**src/rtl/risc_datapath_pkg.sv**
```systemverilog
// -----------------------------------------------------------------------------
// risc_datapath_pkg
// Shared types and default constants for the 8-bit accumulator CPU datapath.
//   opcode_t    : 3-bit instruction opcode (HLT..JMP = 0..7)
//   DEF_DATA_W  : default data / instruction width
//   DEF_ADDR_W  : default memory address width (always DATA_W-3)
//   DEF_CNT_W   : default retired-instruction counter width
//   OPC_W       : opcode field width at the top of the instruction word
// -----------------------------------------------------------------------------
package risc_datapath_pkg;

   localparam int DEF_DATA_W = 8;
   localparam int DEF_ADDR_W = 5;
   localparam int DEF_CNT_W  = 16;
   localparam int OPC_W      = 3;

   typedef enum logic [OPC_W-1:0] {
      HLT = 3'd0,
      SKZ = 3'd1,
      ADD = 3'd2,
      AND = 3'd3,
      XOR = 3'd4,
      LDA = 3'd5,
      STO = 3'd6,
      JMP = 3'd7
   } opcode_t;

   // True for the opcodes that read an operand and write the accumulator.
   function automatic logic is_alu_op(input opcode_t op);
      return (op == ADD) || (op == AND) || (op == XOR) || (op == LDA);
   endfunction

endpackage

```
**src/rtl/risc_datapath_alu.sv**
```systemverilog
// -----------------------------------------------------------------------------
// risc_datapath_alu
// Combinational accumulator-update logic.
//   opcode : decoded opcode from the instruction register
//   accum  : current accumulator value
//   data   : operand read from memory
//   result : next accumulator value (accum unchanged for non-ALU opcodes)
// -----------------------------------------------------------------------------
module risc_datapath_alu
   import risc_datapath_pkg::*;
#(
   parameter int DATA_W = DEF_DATA_W
) (
   input  opcode_t           opcode,
   input  logic [DATA_W-1:0] accum,
   input  logic [DATA_W-1:0] data,
   output logic [DATA_W-1:0] result
);

   always_comb begin
      result = accum;
      case (opcode)
         ADD:     result = accum + data;   // carry out is dropped
         AND:     result = accum & data;
         XOR:     result = accum ^ data;
         LDA:     result = data;
         default: result = accum;
      endcase
   end

endmodule

```
**src/rtl/risc_datapath.sv**
```systemverilog
// -----------------------------------------------------------------------------
// risc_datapath
// Execution datapath of the 8-bit accumulator CPU. Holds PC, IR, AC, the
// sticky halt flag, the operand-phase flag and a saturating retired-
// instruction counter, and drives the shared instruction/data memory port.
//
// Ports
//   clk, rst        : clock (posedge) and asynchronous active-high reset
//   load_ir, load_ac, inc_pc, load_pc, mem_rd, mem_wr, halt
//                   : per-cycle strobes from the sequencing controller
//   mem_rdata       : memory read data, combinational from mem_addr
//   opcode          : IR opcode field back to the controller
//   zero            : accumulator == 0
//   mem_addr        : PC in fetch phase, IR operand in operand phase
//   mem_wdata       : accumulator
//   mem_rd_en       : mem_rd passed through
//   mem_wr_en       : mem_wr suppressed once halted
//   halted          : sticky halt flag, cleared only by rst
//   instr_count     : retired instructions, saturating
//
// Handshake: there is no valid/ready flow here. Every strobe is a
// single-cycle command that takes effect at the posedge where it is sampled
// high; the controller owns all sequencing.
//
// ADDR_W must equal DATA_W-3 so the operand field exactly fills the
// instruction word below the opcode.
// -----------------------------------------------------------------------------
module risc_datapath
   import risc_datapath_pkg::*;
#(
   parameter int DATA_W = DEF_DATA_W,
   parameter int ADDR_W = DEF_ADDR_W,
   parameter int CNT_W  = DEF_CNT_W
) (
   input  logic              clk,
   input  logic              rst,
   input  logic              load_ir,
   input  logic              load_ac,
   input  logic              inc_pc,
   input  logic              load_pc,
   input  logic              mem_rd,
   input  logic              mem_wr,
   input  logic              halt,
   input  logic [DATA_W-1:0] mem_rdata,
   output opcode_t           opcode,
   output logic              zero,
   output logic [ADDR_W-1:0] mem_addr,
   output logic [DATA_W-1:0] mem_wdata,
   output logic              mem_rd_en,
   output logic              mem_wr_en,
   output logic              halted,
   output logic [CNT_W-1:0]  instr_count
);

   logic [ADDR_W-1:0] pc;
   logic [DATA_W-1:0] ir;
   logic [DATA_W-1:0] ac;
   logic [DATA_W-1:0] alu_result;
   logic [ADDR_W-1:0] operand;
   logic              op_phase;
   logic              load_ir_q;
   logic              strobes_idle;
   logic              load_ir_fell;
   logic              load_ir_rose;

   assign opcode  = opcode_t'(ir[DATA_W-1 -: OPC_W]);
   assign operand = ir[ADDR_W-1:0];

   // The instruction-address cycle is the only one where the controller
   // drives every strobe low; it marks the start of the next instruction.
   assign strobes_idle = ~(load_ir | load_ac | inc_pc | load_pc |
                           mem_rd | mem_wr | halt);

   // load_ir is held for two cycles per instruction, so edge detection on
   // its registered copy gives exactly one event per instruction.
   assign load_ir_fell = load_ir_q & ~load_ir;
   assign load_ir_rose = load_ir & ~load_ir_q;

   // ---------------------------------------------------------------- ALU
   risc_datapath_alu #(
      .DATA_W (DATA_W)
   ) u_alu (
      .opcode (opcode),
      .accum  (ac),
      .data   (mem_rdata),
      .result (alu_result)
   );

   // ---------------------------------------------------- load_ir history
   always_ff @(posedge clk or posedge rst) begin
      if (rst) load_ir_q <= 1'b0;
      else     load_ir_q <= load_ir;
   end

   // -------------------------------------------------------- phase flag
   // Clear takes priority so an idle cycle always returns the address mux
   // to the PC, even if a fall of load_ir is seen on the same edge.
   always_ff @(posedge clk or posedge rst) begin
      if (rst)               op_phase <= 1'b0;
      else if (strobes_idle) op_phase <= 1'b0;
      else if (load_ir_fell) op_phase <= 1'b1;
   end

   // -------------------------------------------------------- instruction
   always_ff @(posedge clk or posedge rst) begin
      if (rst)          ir <= '0;
      else if (load_ir) ir <= mem_rdata;
   end

   // -------------------------------------------------------- accumulator
   always_ff @(posedge clk or posedge rst) begin
      if (rst)          ac <= '0;
      else if (load_ac) ac <= alu_result;
   end

   // ---------------------------------------------------- program counter
   // Frozen once halted; load_pc beats inc_pc. Natural wrap at 2^ADDR_W.
   always_ff @(posedge clk or posedge rst) begin
      if (rst)          pc <= '0;
      else if (!halted) begin
         if (load_pc)     pc <= operand;
         else if (inc_pc) pc <= pc + ADDR_W'(1);
      end
   end

   // ------------------------------------------------------ halt (sticky)
   always_ff @(posedge clk or posedge rst) begin
      if (rst)       halted <= 1'b0;
      else if (halt) halted <= 1'b1;
   end

   // ------------------------------------------ retired-instruction count
   always_ff @(posedge clk or posedge rst) begin
      if (rst) begin
         instr_count <= '0;
      end else if (load_ir_rose && !halted && (instr_count != {CNT_W{1'b1}})) begin
         instr_count <= instr_count + CNT_W'(1);
      end
   end

   // ------------------------------------------------------- memory port
   assign mem_addr  = op_phase ? operand : pc;
   assign mem_wdata = ac;
   assign mem_rd_en = mem_rd;
   assign mem_wr_en = mem_wr & ~halted;
   assign zero      = (ac == '0);

endmodule

```
**config.mk**
```make
export PLATFORM = sky130hd
export DESIGN_NAME = risc_datapath
export DESIGN_NICKNAME = d
export VERILOG_FILES = /design/src/rtl/risc_datapath_pkg.sv /design/src/rtl/risc_datapath_alu.sv /design/src/rtl/risc_datapath.sv
export SDC_FILE = /design/constraint.sdc
export NUM_CORES = 1
export LEC_CHECK = 0
export BUFFER_PORTS_ARGS = -buffer_cell sky130_fd_sc_hd__buf_2
export CORE_UTILIZATION = 54
export CTS_BUF_LIST = sky130_fd_sc_hd__clkbuf_4
export CTS_CLUSTER_DIAMETER = 200
export DETAILED_ROUTE_END_ITERATION = 8
export PLACE_DENSITY = 0.79
export SLEW_MARGIN = 20
export SYNTH_ARGS = -nofsm -noshare
export SYNTH_HDL_FRONTEND = slang
export SYNTH_HIERARCHICAL = 1
export SYNTH_SLANG_ARGS = --single-unit
```
**constraint.sdc**
```tcl
create_clock -name clk -period 3.01 [get_ports clk]
set_input_delay 0.4515 -clock clk [delete_from_list [all_inputs] [get_ports clk]]
set_output_delay 0.4515 -clock clk [all_outputs]
set_load 0.1 [all_outputs]
```
Word level (Yosys, flattened, before mapping)
Index checks and enable logic that the tools add are counted.
Widths: inputs -> output; s select.

cells by class
  add/sub/neg operators = 3
  equal/unequal tests = 6
  muxes and demuxes = 6
  bitwise logic cells = 14
  reduce and logical (&&, ||, !) cells = 8

operators by type and width
  kind                   number
  $pmux 8 s4             1
  $add 16x1->16 const B  1
  $ne 16x16->1 const B   1
  $mux 5                 3
  $add 8x8->8            1
  $and 8x8->8            1
  $logic_not 8->1        1
  $xor 8x8->8            1
  $eq 3x2->1 const B     2
  $eq 3x3->1 const B     2
  $or 1x1->1             6
  $add 5x1->5 const B    1
  $reduce_and 2->1       2
  $reduce_bool 4->1      1
  $and 1x1->1            3
  $not 1->1              3
  $logic_and 1x1->1      2
  $mux 1                 2
  $ne 2x2->1 const B     1
  $reduce_bool 2->1      1
  $logic_not 1->1        1

storage, ports and cells
  flip-flop bits (word level) = 40
  input bits = 17
  output and inout bits = 36
  logic and storage cells = 44

Depth between registers and ports, before layout
Gate-level depths: netlist of run 1.

  depth after elaboration = 7
  gate-level depth with buffers = 8
  depth with buffers taken out = 8

By module
Netlist of run 1, hierarchy kept.

modules (own cells, without submodules)
  module             instances  cells each  area each (um^2)  sequential area each (um^2)
  risc_datapath      1          170         1929.4            1001.0
  risc_datapath_alu  1          107         683.2             0.0

Worst setup path before layout of run 1
No wires, ideal clock.

  path kind = register to output
  from = register ac[1], in the netlist mem_wdata[1]
  to = output port zero
  data arrival time = 2.677 ns
  data required time = 2.558 ns
  setup slack = -0.119 ns
  cell stages (with the launch flop) = 3
  buffers on the path = 0
  cells stage by stage = dfrtp_1 -> or4_1 -> nor2_1

between the ends
  longest elaborated chain between the ends = 1

ends and longest elaborated chain
  element                   RTL line              text
  start: declaration        risc_datapath.sv:57   logic [DATA_W-1:0] ac;
  start signal: assignment  risc_datapath.sv:113  else if (load_ac) ac <= alu_result;
  $logic_not 8->1           risc_datapath.sv:146  assign zero = (ac == '0);
  end: declaration          risc_datapath.sv:46   output logic zero,

Every way passes these cells.

Worst setup path in the final report of run 1
  from = register ac[4], in the netlist mem_wdata[4]
  to = output port zero

The elaborated chain is that of the path after synthesis.

==> flow_metrics.tcl, run 1 <==
set metrics [dict create \
    dpl_cell_area_um2 2860 \
    clock_skew_ns 0.0110 \
    vias_per_cell 5.88 \
    track_usage_pct 22.4 \
    wl_per_cell_um 14.5 \
    drt_wl_total_um 5430 \
    layout.nets 348 \
    clock-sinks 40 \
    yosysMostFrequentCell "dfrtp_1" \
    ys_seq_elements 40 \
    syn-num-nets 305 \
    final_core_util_pct 65.4 \
    nFillCells 381 \
    path_max_fanout 6 \
    synthesis.area_um2 2610 \
    ys.flop_type "dfrtp_1" \
    yosysSeqAreaShare_pct 38.3 \
    drt_iter0_drc 144 \
    clkTransAtPathRegs_ns 0.12 \
    period_needed_ns 2.37 \
    antenna_found_initial 0 \
    reg2reg_depth 8 \
    first_global_vias 1934 \
    worstMarginPinSlew_ns 0.889 \
    die_area_um2 5120 \
    start_util_pct 58.0 \
    regArea_um2 1000 \
    synth_top_area_share_pct 38.3 \
    worstPathCellList "or4_1 > nor2_2 > buf_2" \
    netlist_top_cells_area "dfrtp_1 (38%), mux2_2 (9.9%), o21ai_0 (5.4%)" \
    synth-warning-count 6 \
    remaining_drc_errors 0 \
    n_antenna_cell 0 \
    powerDensity_nw_per_um2 729 \
    drive_gt1_share_pct 30.5 \
    path_class "register to primary output" \
    areaGrowthSynthToFinish_pct 12.7 \
    hold_path_class "input pin to async pin" \
    critPathLaunchType "register" \
    postCtsSetupBuffers 0 \
    grt_pass1_wl_um 8990 \
    cp-end-kind "primary output" \
    rr_startpoint "mem_wdata[0]" \
    synth_edf_count 0 \
    status "completed" \
    port_buffers 52 \
    clockBufferDepth 2 \
    max_cap_violations 0 \
    htree_levels 2 \
    slowest_stage "or4_1" \
    drt_pass1_iterations 4 \
    ys_types 46 \
    dp_hpwl_um 4040 \
    final_antenna_net_count 0 \
    synth_area_per_cell_um2 9.43 \
    r2r_slack_ns 0.71 \
    place.gp.congestion 0.831 \
    rows 24 \
    async_flop_share_pct 100 \
    critPathTopFamily "simple AND/OR/NAND/NOR gates" \
    cts_inserted_buffers 5 \
    slowest_delay_ns 0.56 \
    syn_inst 277 \
    slew_viol_final 0 \
    finalInstanceArea_um2 2940 \
    total_power_mw 2.15 \
    routed-via-count 2194 \
    relSlewSlack_pct 40.7 \
    root_buffer "clkbuf_4" \
    path_buf_inv 1 \
    setup_viol 0 \
    vdd_drop_max_v 0.000699 \
    setup_tns_ns 0 \
    crit-reg2reg-capture "mem_wdata[6]" \
    cts_resized 0 \
    finalHoldViolations 0 \
    yosysTopAreaCell "dfrtp_1" \
    max_freq_ghz 0.422 \
    die_h_um 71.6 \
    required_ns 2.56 \
    io_pins 53 \
    cts_tree "done" \
    fin_crit_sh_pct 78.8 \
    hold_buffers 0 \
    yosys-top-cells-count "dfrtp_1 (40), o21ai_0 (28), mux2_2 (23), nand2_1 (20)" \
    grt_max_degree 36 \
    arrival_ns 1.92 \
    core_area_um2 4500 \
    overflow 0 \
    p_leak_nw 1.37 \
    die_w_um 71.6 \
    rsz0062_at_grt "no" \
    multi_input_area_um2 1500 \
    insertion_delay_ns 0.35 \
]
-- area by class of cell --
| type | instances | area share, % |
|---|---|---|
| Clock buffer | 6 | 1.53 |
| Inverter | 6 | 0.765 |
| Tap cell | 52 | 2.21 |
| Sequential cell | 40 | 34.0 |
| Timing Repair Buffer | 54 | 9.35 |
| Multi-Input combinational cell | 213 | 51.0 |
| Clock inverter | 2 | 1.19 |
-- metrics by stage --
stage / setup WS, ns / cells / hold WS, ns
2_1_floorplan: 0.315 / 277 / 0.483
3_3_place_gp: 0.662 / 365 / 0.506
3_5_place_dp: 0.615 / 365 / 0.513
4_1_cts: 0.620 / 373 / 0.247
5_1_grt: 0.527 / 373 / 0.300
6_report: 0.639 / 373 / 0.236
-- worst max-delay path by stage --
| stage | end | slack, ns | from | cells past startpoint |
|---|---|---|---|---|
| final | zero | 0.64 | mem_wdata[4] | 3 |
| after global routing | mem_wdata[6] | 0.53 | mem_wdata[0] | 8 |
| after CTS | zero | 0.62 | mem_wdata[4] | 3 |
| after detailed placement | mem_wdata[6] | 0.62 | mem_rdata[0] | 9 |
| after global placement | mem_wdata[6] | 0.66 | mem_rdata[0] | 9 |
| after floorplan | instr_count[1] | 0.31 | instr_count[0] | 6 |
-- cells in the final DEF, fill, tap and decap left out, types with 8 or more instances in the layout --
cell     count
buf_2       52
dfrtp_1     40
o21ai_0     28
mux2_2      23
nand2_1     20
a21oi_1     19
nor2_1      18
xnor2_1     11
ha_1        10
nand3_1      9
nor3_1       8
mux2i_1      8
-- kinds of logic (layout without fill, tap and decap cells) --
family                   Yosys count  after routing  share of synthesized area, %
adder cells (fa/ha/maj)           11             11                          5.56
AND/OR/NAND/NOR                   90             90                          18.6
XOR/XNOR                          17             17                          5.70
flip-flops                        40             40                          38.3
AO/OA/AOI/OAI                     63             63                          13.9
multiplexers                      32             32                          13.6
buffers and inverters             24             68                          4.36
-- metal layers --
layer | up-vias | GRT usage (%) | share of wire, %
met5 | - | 0 | 0
met4 | 0 | 5.23 | 1.0
met3 | 8 | 4.78 | 5.5
met2 | 61 | 35.3 | 47
met1 | 1043 | 32.1 | 46
li1 | 1082 | - | -
-- registers in the layout (all words and copies together) (netlist names) --
| signal | count |
|---|---|
| mem_wdata | 8 |
| load_ir_q | 1 |
| instr_count | 16 |
| halted | 1 |
| ir | 8 |
| pc | 5 |
| op_phase | 1 |
-- power by group --
| part | internal, mW | switching (mW) |
|---|---|---|
| registers | 0.601 | 0.119 |
| logic | 0.311 | 0.754 |
| clock network | 0.183 | 0.178 |
| total | 1.10 | 1.05 |
-- worst register-to-register path, cell delays in order (launching register included) --
cell and delay, ns:
dfrtp_1 0.45, ha_1 0.28, fa_1 0.43, a211oi_1 0.25, o21bai_1 0.11, a21oi_1 0.18
xor2_1 0.17, o21ai_0 0.08, mux2_2 0.26
Note: power is estimated with default switching activity, not from simulation.
==> run 2: changes to the inputs <==
clock period = 2.3 ns   (was 3.01 ns; I/O delays follow)
==> run 2 against run 1 <==
Compared with the run above:
- non-clock buffer count grew 6
- via count grew 3.1%
- global-route usage increased by 2.6 points
- hold slack worse by 0.13 ns
- die area did not move
- sequential cell count did not move
- routed wire length rose by 9.1%
- combinational power grew 36%
- critical path type unchanged
- largest cell class unchanged
==> flow_metrics.tcl, run 2 (synthesis results as in run 1) <==
set metrics [dict create \
    path_max_fanout 6 \
    regMostFlops "instr_count" \
    crit-reg2reg-capture "mem_wdata[7]" \
    clock-sinks 40 \
    antenna_found_initial 0 \
    clockBufferDepth 2 \
    core_area_um2 4500 \
    cp-end-kind "primary output" \
    mostFrequentLayoutCells "buf_2 (51), o21ai_0 (28), mux2_2 (23)" \
    period_needed_ns 2.22 \
    drive_gt1_share_pct 38.5 \
    fin_cells 379 \
    postCtsSetupBuffers 0 \
    largest_register_ffs 16 \
    pwr-share-comb_pct 50.7 \
    p_leak_nw 1.36 \
    slew_viol_final 0 \
    dp_hpwl_um 4310 \
    drt_iter0_drc 121 \
    powerDensity_nw_per_um2 948 \
    first_global_vias 2128 \
    root_buffer "clkbuf_4" \
    seq_power_share_pct 32.8 \
    worstMarginPinSlew_ns 0.843 \
    rsz0062_at_grt "no" \
    hold_path_class "input pin to async pin" \
    hold_buffers 0 \
    start_util_pct 58.0 \
    grt_max_degree 41 \
    status "completed" \
    setup_viol 0 \
    port_buffers 52 \
    path_class "register to primary output" \
    cts_resized 1 \
    setup_tns_ns 0 \
    n_antenna_cell 0 \
    grt_pass1_wl_um 10100 \
    required_ns 1.96 \
    placedCellCount 371 \
    p_int_mw 1.46 \
    drt_wl_total_um 5920 \
    die_w_um 71.6 \
    remaining_drc_errors 0 \
    overflow 0 \
    insertion_delay_ns 0.35 \
    rr_startpoint "mem_wdata[1]" \
    wl_per_cell_um 15.6 \
    htree_levels 2 \
    finalHoldViolations 0 \
    die_area_um2 5120 \
    routed-via-count 2262 \
    max_cap_violations 0 \
    rows 24 \
    critPathLaunchType "register" \
    fin_crit_sh_pct 96.7 \
    place.gp.congestion 0.856 \
    vias_per_cell 5.97 \
    cts_tree "done" \
    layout.nets 354 \
    hold_ws_ns 0.102 \
    clock_skew_ns 0.00844 \
    track_usage_pct 25.0 \
    r2r_slack_ns 0.09 \
    relSlewSlack_pct 43.8 \
    final_antenna_net_count 0 \
    areaGrowthSynthToFinish_pct 16.7 \
    p_switching_mw 1.43 \
    final_core_util_pct 67.7 \
    final_common_cell "buf_2" \
    vdd_drop_max_v 0.000736 \
    power.share.clock_pct 16.5 \
    max_freq_ghz 0.450 \
    clkTransAtPathRegs_ns 0.13 \
    die_h_um 71.6 \
    io_pins 53 \
    cts_inserted_buffers 5 \
    switching_share_pct 49.4 \
    drt_pass1_iterations 4 \
    arrival_ns 1.88 \
    reg2reg_depth 7 \
]
run 2: cell count changes in the layout (fill, tap and decap cells not counted), sizes merged:
cell,previous run,this run
buf,54,60
clkbuf,6,5
clkinv,1,2
run 2: worst max-delay path, stage by stage, from the launching register on:
cell and delay (ns):
dfrtp_4 0.53, or4_1 0.61, nor2_4 0.10, buf_4 0.29
run 2: worst max-delay path by stage:
stage	startpoint	slack [ns]	to
3_5_place_dp	mem_wdata[0]	0.10	mem_wdata[6]
2_1_floorplan	mem_wdata[0]	0.006	mem_wdata[6]
5_1_grt	mem_wdata[1]	0.01	mem_wdata[7]
3_3_place_gp	mem_wdata[0]	0.13	mem_wdata[6]
6_report	mem_wdata[0]	0.08	zero
4_1_cts	mem_wdata[0]	0.07	zero
run 2: power groups by stage:
stage / logic [mW] / registers [mW] / clock network [mW]
2_1_floorplan: 0.772 / 1.37 / 0
3_3_place_gp: 1.41 / 0.954 / 0
3_5_place_dp: 1.44 / 0.961 / 0
4_1_cts: 1.45 / 0.947 / 0.481
5_1_grt: 1.56 / 0.970 / 0.515
6_report: 1.46 / 0.949 / 0.477
run 2: layout make-up:
cell class | count | area [µm²]
clock buffer | 5 | 37.5
clock inverter | 3 | 42.5
fill | 377 | 1460
inverter | 6 | 22.5
multi-input combinational | 213 | 1530
sequential | 40 | 1030
tap | 52 | 65.1
timing repair buffer | 60 | 323
run 2: metal layers:
layer	track usage, %	vias to the layer above	share of wire, %
li1	-	1096	-
met1	35.2	1105	47
met2	41.5	57	48
met3	3.52	4	3.9
met4	5.45	0	0.61
met5	0	-	0
run 2: metrics by stage:
stage	instance area, µm²	worst slack (ns)	power [mW]
after floorplan	2670	0.00610	2.14
after global placement	2960	0.132	2.37
after detailed placement	2960	0.101	2.40
after CTS	3040	0.0662	2.88
after global routing	3050	0.00994	3.05
final	3050	0.0768	2.89
==> run 3: changes to the inputs <==
RECOVER_POWER = 100   (was unset)
==> run 3 against run 2 <==
Compared with the run above:
- cell count unchanged
- clock-buffer cell count unchanged
- global-route usage unchanged
- sequential power about the same
- sequential cell count unchanged
- first-iteration DRC count increased by 1.7%
- setup slack got worse by 0.0034 ns
- register-to-register slack about the same
- die area unchanged
- fmax decreased by 0.15%
- critical path type unchanged
- highest routed layer unchanged
==> flow_metrics.tcl, run 3 (synthesis results as in run 1) <==
set metrics [dict create \
    status "completed" \
    max_freq_ghz 0.449 \
    regArea_um2 1030 \
    clock-sinks 40 \
    rsz0062_at_grt "no" \
    hold_path_class "input pin to register" \
    drt_wl_total_um 5880 \
    layout.nets 354 \
    finalInstanceArea_um2 2990 \
    placedCellCount 371 \
    clockBufferDepth 2 \
    required_ns 1.96 \
    fin_cells 379 \
    path_class "register to primary output" \
    worstHoldStart "halt" \
    core_area_um2 4500 \
    arrival_ns 1.88 \
    areaGrowthSynthToFinish_pct 14.5 \
    start_util_pct 58.0 \
    critPathLaunchType "register" \
    vias_per_cell 5.90 \
    dp_hpwl_um 4310 \
    htree_levels 2 \
    slowest_stage "or4_1" \
    first_global_vias 2128 \
    path_max_fanout 6 \
    slowest_delay_ns 0.61 \
    setup_tns_ns 0 \
    grt_pass1_wl_um 10100 \
    path_depth 3 \
    clkTransAtPathRegs_ns 0.13 \
    place.gp.congestion 0.856 \
    relSlewSlack_pct 22.2 \
    drt_pass1_iterations 4 \
    n_antenna_cell 0 \
    drive_gt1_share_pct 30.0 \
    critPathLaunch "mem_wdata[0]" \
    antenna_found_initial 0 \
    critPathTopFamily "simple AND/OR/NAND/NOR gates" \
    path_buf_inv 1 \
    hold_buffers 0 \
    reg2reg_depth 7 \
    final_common_cell "o21ai_0" \
    cts_inserted_buffers 5 \
    finalHoldViolations 0 \
    clock_skew_ns 0.00817 \
    final_antenna_net_count 0 \
    slew_viol_final 0 \
    postCtsSetupBuffers 0 \
    regMostFlops "instr_count" \
    die_h_um 71.6 \
    grt_max_degree 41 \
    track_usage_pct 25.0 \
    worstPathCellList "or4_1 > nor2_4 > buf_4" \
    largest_register_ffs 16 \
    remaining_drc_errors 0 \
    powerDensity_nw_per_um2 961 \
    fin_crit_sh_pct 96.8 \
    hold_ws_ns 0.228 \
    rows 24 \
    dpl_cell_area_um2 2960 \
    vdd_drop_max_v 0.000734 \
    die_w_um 71.6 \
    root_buffer "clkbuf_4" \
    wl_per_cell_um 15.5 \
    port_buffers 52 \
    routed-via-count 2236 \
    period_needed_ns 2.23 \
    p_leak_nw 1.26 \
    overflow 0 \
    worstMarginPinSlew_ns 1.17 \
    max_cap_violations 0 \
    drt_iter0_drc 123 \
    cts_tree "done" \
    nFillCells 397 \
    mostFrequentLayoutCells "o21ai_0 (28), clkbuf_1 (24), mux2_2 (23)" \
    rr_startpoint "mem_wdata[1]" \
    cp-end-kind "primary output" \
    insertion_delay_ns 0.35 \
    die_area_um2 5120 \
    setup_viol 0 \
    min_path_cells 2 \
    multi_input_area_um2 1510 \
    io_pins 53 \
]
==> run 3: cell count changes in the layout (fill, tap and decap cells not counted), sizes merged <==
| cell | previous run | this run |
|---|---|---|
| buf | 60 | 22 |
| clkbuf | 5 | 43 |
==> run 3: area by class of cell <==
type / instances / share of cell area (%)
timing repair buffer: 60 / 9.45
clock buffer: 5 / 1.25
clock inverter: 3 / 1.42
sequential: 40 / 34.5
multi-input combinational: 213 / 50.4
inverter: 6 / 0.753
tap: 52 / 2.17
==> run 3: what timing repair did <==
action | 4_1_cts | 5_1_grt
cloned | 0 | 0
resized for setup | 1 | 2
setup endpoints to repair | 1 | 1
==> run 3: routing by layer <==
metal	vias up	routed length (µm)	part of all wire (%)	global-route usage (%)
met5	-	0	0	0
met4	0	36	0.61	5.45
met3	6	252	4.3	3.52
met2	56	2820	48	41.5
met1	1078	2770	47	35.2
li1	1096	-	-	-
==> run 3: stage by stage <==
step	worst slack (ns)	power [mW]	utilization (%)
6_report	0.0734	2.87	66.4
5_1_grt	0.00820	3.03	66.4
3_5_place_dp	0.101	2.40	65.7
3_3_place_gp	0.132	2.37	65.7
2_1_floorplan	0.00610	2.14	-
4_1_cts	0.0662	2.88	67.5
==> run 3: final timing paths <==
check                             endpoint  slack [ns]
setup / recovery                      zero        0.07
hold / removal                      halted        0.23
setup reg to reg              mem_wdata[7]        0.09
hold reg to reg            instr_count[14]        0.51
max in group asynchronous     mem_wdata[0]        1.27
min in group asynchronous   instr_count[4]        0.29
==> run 3: worst register-to-register path: cells and delay by family (launching register included) <==
kind	cells	cell delay [ns]
adder cells (fa/ha/maj)	1	0.34
XOR/XNOR	1	0.17
AO/OA/AOI/OAI	4	0.85
flip-flops	1	0.48
multiplexers	1	0.27
==> run 3: where the power goes <==
part / total (mW) / internal, mW / switching (mW) / leakage (nW)
combinational: 1.45 / 0.418 / 1.03 / 0.743
sequential: 0.950 / 0.800 / 0.150 / 0.472
clock: 0.477 / 0.227 / 0.249 / 0.0428
total: 2.87 / 1.45 / 1.43 / 1.26
